==> src/rtl/inst_encoder.sv <==
// RV32I instruction encoder: packs decoded fields into a 32-bit instruction
// word and streams it, with its target word address, to an instruction-memory
// writer over a valid/ready handshake. Field sets whose immediate does not fit
// the selected format, whose branch/jump target is misaligned, or whose opcode
// is not supported are consumed without producing an output word, and the
// first such cause is recorded in a sticky error register.
module inst_encoder #(
    parameter logic [31:0] BASE_ADDR = 32'h0000_0000
) (
    input  logic        clk,
    input  logic        rst,
    input  logic        in_valid,
    output logic        in_ready,
    input  logic [6:0]  opcode,
    input  logic [4:0]  rd,
    input  logic [4:0]  rs1,
    input  logic [4:0]  rs2,
    input  logic [2:0]  funct3,
    input  logic [6:0]  funct7,
    input  logic [31:0] imm,
    output logic        out_valid,
    input  logic        out_ready,
    output logic [31:0] inst,
    output logic [31:0] addr,
    output logic        err,
    output logic [1:0]  err_code,
    input  logic        err_clr,
    output logic [15:0] count
);

    // Opcodes handled by the encoder
    localparam logic [6:0] OP_R      = 7'b0110011;
    localparam logic [6:0] OP_IMM    = 7'b0010011;
    localparam logic [6:0] OP_LOAD   = 7'b0000011;
    localparam logic [6:0] OP_JALR   = 7'b1100111;
    localparam logic [6:0] OP_STORE  = 7'b0100011;
    localparam logic [6:0] OP_BRANCH = 7'b1100011;
    localparam logic [6:0] OP_LUI    = 7'b0110111;
    localparam logic [6:0] OP_AUIPC  = 7'b0010111;
    localparam logic [6:0] OP_JAL    = 7'b1101111;

    // Error causes, in increasing priority
    localparam logic [1:0] ERR_NONE  = 2'b00;
    localparam logic [1:0] ERR_RANGE = 2'b01;
    localparam logic [1:0] ERR_ALIGN = 2'b10;
    localparam logic [1:0] ERR_OPC   = 2'b11;

    typedef enum logic [2:0] {
        FMT_R,
        FMT_I,
        FMT_SH,
        FMT_S,
        FMT_B,
        FMT_U,
        FMT_J,
        FMT_BAD
    } fmt_e;

    // True when v[31:msb] are all copies of the same bit, i.e. v is
    // representable as a signed (msb+1)-bit quantity.
    function automatic logic fits_signed(input logic [31:0] v, input logic [4:0] msb);
        logic signed [31:0] hi;
        hi = $signed(v) >>> msb;
        return (hi == 32'sd0) || (hi == -32'sd1);
    endfunction

    // Field packing for each format; the immediate bit scattering is the
    // exact inverse of the decode-stage immediate generator.
    function automatic logic [31:0] pack(
        input fmt_e        f,
        input logic [6:0]  op,
        input logic [4:0]  rd_f,
        input logic [4:0]  rs1_f,
        input logic [4:0]  rs2_f,
        input logic [2:0]  f3,
        input logic [6:0]  f7,
        input logic [31:0] im
    );
        logic [31:0] w;
        w = '0;
        case (f)
            FMT_R:   w = {f7, rs2_f, rs1_f, f3, rd_f, op};
            FMT_I:   w = {im[11:0], rs1_f, f3, rd_f, op};
            FMT_SH:  w = {f7, im[4:0], rs1_f, f3, rd_f, op};
            FMT_S:   w = {im[11:5], rs2_f, rs1_f, f3, im[4:0], op};
            FMT_B:   w = {im[12], im[10:5], rs2_f, rs1_f, f3, im[4:1], im[11], op};
            FMT_U:   w = {im[31:12], rd_f, op};
            FMT_J:   w = {im[20], im[10:1], im[11], im[19:12], rd_f, op};
            default: w = '0;
        endcase
        return w;
    endfunction

    // Error classification with precedence unsupported > misaligned > range.
    function automatic logic [1:0] classify(input fmt_e f, input logic [31:0] im);
        logic [1:0] c;
        c = ERR_NONE;
        case (f)
            FMT_R:   c = ERR_NONE;
            FMT_I,
            FMT_S:   c = fits_signed(im, 5'd11) ? ERR_NONE : ERR_RANGE;
            FMT_SH:  c = (im[31:5] == 27'd0) ? ERR_NONE : ERR_RANGE;
            FMT_B:   c = im[0] ? ERR_ALIGN :
                         (fits_signed(im, 5'd12) ? ERR_NONE : ERR_RANGE);
            FMT_J:   c = im[0] ? ERR_ALIGN :
                         (fits_signed(im, 5'd20) ? ERR_NONE : ERR_RANGE);
            FMT_U:   c = (im[11:0] == 12'd0) ? ERR_NONE : ERR_RANGE;
            default: c = ERR_OPC;
        endcase
        return c;
    endfunction

    fmt_e        fmt;
    logic [31:0] enc_word;
    logic [1:0]  enc_err;
    logic        accept;
    logic        xfer;
    logic        good_accept;
    logic        bad_accept;

    logic        out_valid_q, out_valid_d;
    logic [31:0] inst_q, inst_d;
    logic [31:0] addr_q, addr_d;
    logic [15:0] count_q, count_d;
    logic        err_q, err_d;
    logic [1:0]  err_code_q, err_code_d;

    // Select the encoding format from the opcode (and funct3 for shifts)
    always_comb begin
        fmt = FMT_BAD;
        case (opcode)
            OP_R:             fmt = FMT_R;
            OP_IMM:           fmt = (funct3 == 3'b001 || funct3 == 3'b101) ? FMT_SH : FMT_I;
            OP_LOAD, OP_JALR: fmt = FMT_I;
            OP_STORE:         fmt = FMT_S;
            OP_BRANCH:        fmt = FMT_B;
            OP_LUI, OP_AUIPC: fmt = FMT_U;
            OP_JAL:           fmt = FMT_J;
            default:          fmt = FMT_BAD;
        endcase
    end

    // Build the candidate word and its error cause from the current field set
    always_comb begin
        enc_word = pack(fmt, opcode, rd, rs1, rs2, funct3, funct7, imm);
        enc_err  = classify(fmt, imm);
    end

    // Handshake qualifiers: the output slot frees up when it is empty or drains
    always_comb begin
        in_ready    = !out_valid_q || out_ready;
        accept      = in_valid && in_ready;
        xfer        = out_valid_q && out_ready;
        good_accept = accept && (enc_err == ERR_NONE);
        bad_accept  = accept && (enc_err != ERR_NONE);
    end

    // Next state of the output slot, address/count and sticky error
    always_comb begin
        out_valid_d = out_valid_q;
        inst_d      = inst_q;
        addr_d      = addr_q;
        count_d     = count_q;
        err_d       = err_q;
        err_code_d  = err_code_q;

        // A drained word advances the write pointer and the emitted count.
        if (xfer) begin
            out_valid_d = 1'b0;
            addr_d      = addr_q + 32'd4;
            count_d     = count_q + 16'd1;
        end

        // A clean field set refills the slot; a faulty one leaves it alone.
        if (good_accept) begin
            out_valid_d = 1'b1;
            inst_d      = enc_word;
        end

        // Only the first error is recorded, but a clear in the same cycle
        // as a new error lets the new cause through.
        if (bad_accept && (!err_q || err_clr)) begin
            err_d      = 1'b1;
            err_code_d = enc_err;
        end else if (err_clr) begin
            err_d      = 1'b0;
            err_code_d = ERR_NONE;
        end
    end

    // Output slot register; the held word stays stable under backpressure
    always_ff @(posedge clk or posedge rst) begin
        if (rst) begin
            out_valid_q <= 1'b0;
            inst_q      <= '0;
        end else begin
            out_valid_q <= out_valid_d;
            inst_q      <= inst_d;
        end
    end

    // Write address of the word in the slot and the emitted-word counter
    always_ff @(posedge clk or posedge rst) begin
        if (rst) begin
            addr_q  <= BASE_ADDR;
            count_q <= '0;
        end else begin
            addr_q  <= addr_d;
            count_q <= count_d;
        end
    end

    // Sticky error flag and first-cause code
    always_ff @(posedge clk or posedge rst) begin
        if (rst) begin
            err_q      <= 1'b0;
            err_code_q <= ERR_NONE;
        end else begin
            err_q      <= err_d;
            err_code_q <= err_code_d;
        end
    end

    assign out_valid = out_valid_q;
    assign inst      = inst_q;
    assign addr      = addr_q;
    assign count     = count_q;
    assign err       = err_q;
    assign err_code  = err_code_q;

endmodule

==> config.mk <==
export PLATFORM = sky130hd
export DESIGN_NAME = inst_encoder
export DESIGN_NICKNAME = d
export VERILOG_FILES = /design/src/rtl/inst_encoder.sv
export SDC_FILE = /design/constraint.sdc
export NUM_CORES = 1
export LEC_CHECK = 0
export CAP_MARGIN = 30
export CORE_AREA = 2 2 95 97
export CTS_BUF_LIST = sky130_fd_sc_hd__clkbuf_4 sky130_fd_sc_hd__clkbuf_8
export DETAILED_ROUTE_END_ITERATION = 8
export DIE_AREA = 0 0 97 99
export PLACE_DENSITY = 0.9
export SYNTH_ARGS = -nofsm -noshare
export SYNTH_HDL_FRONTEND = slang
export SYNTH_SLANG_ARGS = --single-unit
==> constraint.sdc <==
create_clock -name clk -period 5.57 [get_ports clk]
set_input_delay 1.114 -clock clk [delete_from_list [all_inputs] [get_ports clk]]
set_output_delay 1.114 -clock clk [all_outputs]
set_load 0.02 [all_outputs]
== Word level (Yosys, flattened, before mapping) ==
Index checks and enable logic that the tools add are counted.
Storage, ports and cells
  bits in registers: 84
  bits of input ports: 69
  output and inout bits: 85
  logic and storage cells: 71
Operators by class
  $add $sub $neg: 2
  equality and inequality tests: 20
  multiplexer cells: 17
  reduce and logical (&&, ||, !) cells: 26
Operator list (number)
  case mux 32 bit (7 select lines): 1
  zero test 32 bit: 3
  adder 32 x 3 -> 32 bit, second input constant: 1
  zero test 27 bit: 1
  equality test 21 x 1 -> 1 bit, second input constant: 1
  equality test 7 x 6 -> 1 bit, second input constant: 3
  equality test 7 bit, second input constant: 3
  case mux 3 bit (7 select lines): 1
  equality test 20 x 1 -> 1 bit, second input constant: 1
  adder 16 x 1 -> 16 bit, second input constant: 1
  equality test 7 x 5 -> 1 bit, second input constant: 2
  equality test 12 x 1 -> 1 bit, second input constant: 1
  equality test 3 bit, second input constant: 4
  zero test 12 bit: 1
  case mux 2 bit (6 select lines): 1
  2-to-1 mux 2 bit: 5
  2-to-1 mux 1 bit: 9
  equality test 7 x 2 -> 1 bit, second input constant: 1
  equality test 3 x 1 -> 1 bit, second input constant: 2
  equality test 3 x 2 -> 1 bit, second input constant: 2
  logical OR 1 bit: 6
  nonzero test 2 bit: 3
  OR reduction 2 bit: 3
  logical AND 1 bit: 5
  other kinds (3): 4

== Logic depth before layout (Yosys ltp) ==
  depth in word-level cells: 11
  mapped depth: 10
  depth with buffers taken out: 7

== Worst setup path after synthesis ==
OpenSTA, ideal clock, no wires.
  kind: input-to-reg
  start point: input port imm[1]
  end point: register inst_q[10], in the netlist inst[10]
  setup time: 125 ps
  arrival time: 3594 ps
  required time: 5445 ps
  path slack: 1851 ps
  stages: 8
  buffers on the path: 2
  cell sequence: or4_1 -> o31a_1 -> a211o_1 -> or4_4 -> or3_1 -> buf_6 -> buf_6 -> mux2_4
Between the ends
  longest elaborated chain between the ends: 5
RTL lines
  from (decl): line 20  | input logic [31:0] imm,
  zero test 12 bit: line 107  | FMT_U: c = (im[11:0] == 12'd0) ? ERR_NONE : ERR_RANGE;
  2-to-1 mux 1 bit: line 107
  case mux 2 bit (6 select lines): line 98  | case (f)
  zero test 2 bit: line 154  | good_accept = accept && (enc_err == ERR_NONE);
  logical AND 1 bit: line 154
  to (signal assigned): line 198  | inst_q <= inst_d;
  to (decl): line 122  | logic [31:0] inst_q, inst_d;
Every way passes these cells.
A chain may end at the register's enable or synchronous reset.

== Final worst setup path ==
  start point: input port opcode[3]
  end point: register inst_q[11], in the netlist inst[11]
Between the ends
  longest elaborated chain between the ends: 8
  elaborated cells between the ends (all ways): 24
  classes of those cells: eq/ne: 15; mux: 3; reduce/logical: 6
RTL lines
  from (decl): line 14  | input logic [6:0] opcode,
  equality test 7 x 6 -> 1 bit (tied with other cells): line 131  | case (opcode)
  OR reduction 2 bit: line 131
  case mux 3 bit (7 select lines) (*): line 131
  equality test 3 x 1 -> 1 bit / equality test 3 x 2 -> 1 bit (equally long branches): line 81, 98
  OR reduction 2 bit: line 98
  case mux 2 bit (6 select lines): line 98
  zero test 2 bit: line 154
  logical AND 1 bit: line 154
Mark *: on every way between the ends. The rest lies on a longest branch, timed or not.

==> results.md <==
| Result | Value |
|:---|:---|
| Sequential area share after synthesis | 0.491 |
| Number of I/O port buffers | 151 |
| Global-route wire length before repair | 17.8 mm |
| Required time of the critical path | 5.79 ns |
| Antenna diode count | 0 |
| Final non-filler cell area | 5950 µm² |
| Post-synth EDFFs | 0 |
| WL final | 10.9 mm |
| Syn Std Cell Area | 4180 µm² |
| Top library cells by usage in the layout, fill and taps aside | sky130_fd_sc_hd__clkdlybuf4s50_1, sky130_fd_sc_hd__dfrtp_1, sky130_fd_sc_hd__xnor2_1, sky130_fd_sc_hd__nand2_1, sky130_fd_sc_hd__nand3_1 |
| Reg2Reg Setup Slack | 3.40 ns |
| Total negative slack for setup checks | 0 ns |
| Average via count per standard cell | 5.64 |
| Post-synthesis cell count | 383 |
| Final design utilization | 0.696 |
| Number of distinct library cells after synthesis | 50 |
| Worst flop-to-flop path endpoint | inst[11] |
| Number of setup violations in the final report | 0 |
| Initial antenna violation count | 0 |
| Clock sinks | 82 |
| Max Fclk | 0.223 GHz |
| Leading cell type in the layout, fill and taps excluded | sky130_fd_sc_hd__clkdlybuf4s50_1 |
| Worst min path class | flip-flop to flip-flop |
| DRC violation count after routing | 0 |
| Die width | 97 µm |
| Placed wire-length estimate after detailed placement | 8.47 mm |
| H-tree levels | 3 |
| Largest vdd supply drop | 0.000155 V |
| Overflow left after global routing | 0 |
| Transition time of the tightest slew-check pin | 0.983 ns |
| Number of hold violations in the final report | 0 |
| Synthesis warning total | 0 |
| Worst reg-to-reg path cell count | 4 |
| Start of the worst register-to-register path | out_valid |
| Vert. Die Dim | 99 µm |
| Cell Rows | 34 |
| Post-layout nets | 605 |
| Drt pass-1 iters | 8 |
| CTS tree | yes |
| Detail-routed net length per standard cell | 16.9 µm |
| Via count of the first global-routing pass | 3607 |
| Capturing instance or port of the critical path | inst[11] |
| Number of buffers inserted by hold repair at cts | 0 |
| Share of final-layout standard cells stronger than drive strength 1 | 0.0853 |
| Average instance area after synthesis | 10.9 µm² |
| FFs w/ async S/R, synth | 1.00 |
| Io pins | 154 |
| RSZ-0062 raised after global routing | no |
| Core region area | 8550 µm² |
| Placed Area | 5770 µm² |
| Initial Util | 0.489 |
| Register bit count reported by yosys | 82 |
| Fillers | 649 |
| Final setup skew | 0.0161 ns |
| Synth Flop Type | sky130_fd_sc_hd__dfrtp_1 |
| Minimum period implied by the final worst setup slack | 4.49 ns |
| Cts bufs inserted | 9 |
| Vias after detailed routing | 3650 |
| Longest Clk Path Bufs | 2 |
| Total power per unit cell area | 253 nW/µm² |
| Number of nets with antenna violations after detailed routing | 0 |
| CP max FO | 33 |
| Area of the die | 9600 µm² |
| Ratio of final minimum period to clock period | 0.806 |
| Status | complete, no violations |
| Clock tree root driver cell | sky130_fd_sc_hd__clkbuf_8 |
| Clock-pin slew of the registers on the worst-case setup and hold paths | 0.08 ns |
| GRT Total Usage | 0.229 |
| Normalized max-slew margin | 0.345 |
| Number of setup buffers added after CTS | 0 |
| Starting DRC count in detailed routing | 192 |
| Max Transition Viols Final | 0 |
| Relative area change from synthesis to final layout | 42.5% |
| Final hold slack | 0.471 ns |
| Number of maximum-capacitance constraint violations | 0 |
| Pin count of the biggest net entering global routing | 45 |
| Critical path type | primary input to flip-flop |
| Arrival time of data at the critical path endpoint | 4.71 ns |
| Placer Congestion | 0.911 |
| Clock latency on the worst-skew pair | 0.35 ns |
| Post-cts sizing count | 0 |
| Static power due to leakage | 2.63 nW |
| First element of the critical path | opcode[3] |
| Category of the worst setup path launch point | primary input |
| Endpoint type of the worst setup path | flip-flop |
[layout make-up]
| class | instances | area (µm²) | share of cell area |
|---|---|---|---|
| tap | 108 | 135 | 0.0227 |
| multi-input combinational | 269 | 1980 | 0.333 |
| timing repair buffer | 154 | 1530 | 0.258 |
| clock inverter | 6 | 50.0 | 0.00841 |
| sequential | 82 | 2050 | 0.345 |
| clock buffer | 10 | 131 | 0.0221 |
| inverter | 18 | 68.8 | 0.0116 |
[worst max-delay path, stage by stage]
cell                              delay, ns
sky130_fd_sc_hd__clkdlybuf4s50_1       0.68
sky130_fd_sc_hd__nand3b_1              0.33
sky130_fd_sc_hd__nor4bb_2              0.09
sky130_fd_sc_hd__buf_4                 0.20
sky130_fd_sc_hd__o31a_1                0.11
sky130_fd_sc_hd__a211o_1               0.26
sky130_fd_sc_hd__or4_4                 0.55
sky130_fd_sc_hd__or3_2                 0.93
sky130_fd_sc_hd__mux2_4                0.44
[synth_stat cells (2+ instances only)]
master,number,area share
sky130_fd_sc_hd__dfrtp_1,82,0.49
sky130_fd_sc_hd__xnor2_1,32,0.067
sky130_fd_sc_hd__nand2_1,31,0.028
sky130_fd_sc_hd__nand3_1,20,0.024
sky130_fd_sc_hd__inv_1,18,0.016
sky130_fd_sc_hd__nand4_1,17,0.025
sky130_fd_sc_hd__mux2_4,16,0.058
sky130_fd_sc_hd__nor2_1,16,0.014
sky130_fd_sc_hd__a22o_1,12,0.025
sky130_fd_sc_hd__xor2_1,12,0.025
sky130_fd_sc_hd__a222oi_1,11,0.026
sky130_fd_sc_hd__mux2i_1,11,0.026
sky130_fd_sc_hd__a21oi_1,10,0.012
sky130_fd_sc_hd__and3_1,8,0.012
sky130_fd_sc_hd__clkbuf_1,7,0.0063
sky130_fd_sc_hd__nor3_1,7,0.0084
sky130_fd_sc_hd__nor4_1,7,0.010
sky130_fd_sc_hd__o21ai_0,7,0.0084
sky130_fd_sc_hd__mux2_2,5,0.013
sky130_fd_sc_hd__nand2b_1,5,0.0075
sky130_fd_sc_hd__and4_1,3,0.0063
sky130_fd_sc_hd__buf_6,3,0.0081
sky130_fd_sc_hd__nand3b_1,3,0.0054
sky130_fd_sc_hd__nor2b_1,3,0.0045
sky130_fd_sc_hd__a21o_1,2,0.0036
sky130_fd_sc_hd__a221o_1,2,0.0048
sky130_fd_sc_hd__a22oi_1,2,0.0036
sky130_fd_sc_hd__buf_2,2,0.0024
sky130_fd_sc_hd__buf_4,2,0.0036
sky130_fd_sc_hd__ha_1,2,0.0060
sky130_fd_sc_hd__nor3b_1,2,0.0036
sky130_fd_sc_hd__nor4bb_1,2,0.0048
sky130_fd_sc_hd__o31a_1,2,0.0042
sky130_fd_sc_hd__or2_2,2,0.0030
sky130_fd_sc_hd__or3_1,2,0.0030
[metal layers]
metal  track usage  up-vias  part of all wire
met1         0.294     1802              0.42
met5             0        -                 0
met4        0.0542        0             0.010
met2         0.399      138              0.51
met3        0.0482       14             0.056
li1              -     1696                 -
[per-stage QoR]
step                      total power [mW]  setup WS, ns  cells
final                                 1.51          1.08    647
after global routing                  1.58         0.912    647
after CTS                             1.52          1.11    647
after detailed placement              1.12         0.729    631
after global placement                1.11         0.781    631
after floorplan                      0.899          1.85    384
[worst min path at each step]
| stage | from | endpoint | slack [ns] | depth (start not counted) |
|---|---|---|---|---|
| 2_1_floorplan | inst[0] | inst[0] | 0.58 | 1 |
| 3_3_place_gp | addr[31] | addr[31] | 0.46 | 1 |
| 3_5_place_dp | inst[0] | inst[0] | 0.45 | 1 |
| 4_1_cts | inst[0] | inst[0] | 0.48 | 1 |
| 5_1_grt | addr[31] | addr[31] | 0.49 | 1 |
| 6_report | inst[0] | inst[0] | 0.47 | 1 |
[where the power goes]
part	switching (mW)	total (mW)	leakage, nW	internal (mW)
clock	0.225	0.397	0.0869	0.172
sequential	0.0613	0.717	1.10	0.656
combinational	0.186	0.394	1.44	0.208
[state kept, by name, summed over array words and instances, names as in the netlist]
| signal | cells |
|---|---|
| err | 1 |
| inst | 32 |
| count | 16 |
| addr | 30 |
| err_code | 2 |
| out_valid | 1 |
[cells by family after synthesis]
logic type	synth area share
AOI/OAI and AO/OA	0.100
xor gates and xnor gates	0.0922
adders and majority gates	0.00599
buffers and inverters	0.0374
DFF	0.491
muxes	0.0973
other	0.000898
and+or+nand+nor	0.175
Note: power is estimated with default switching activity, not from simulation.
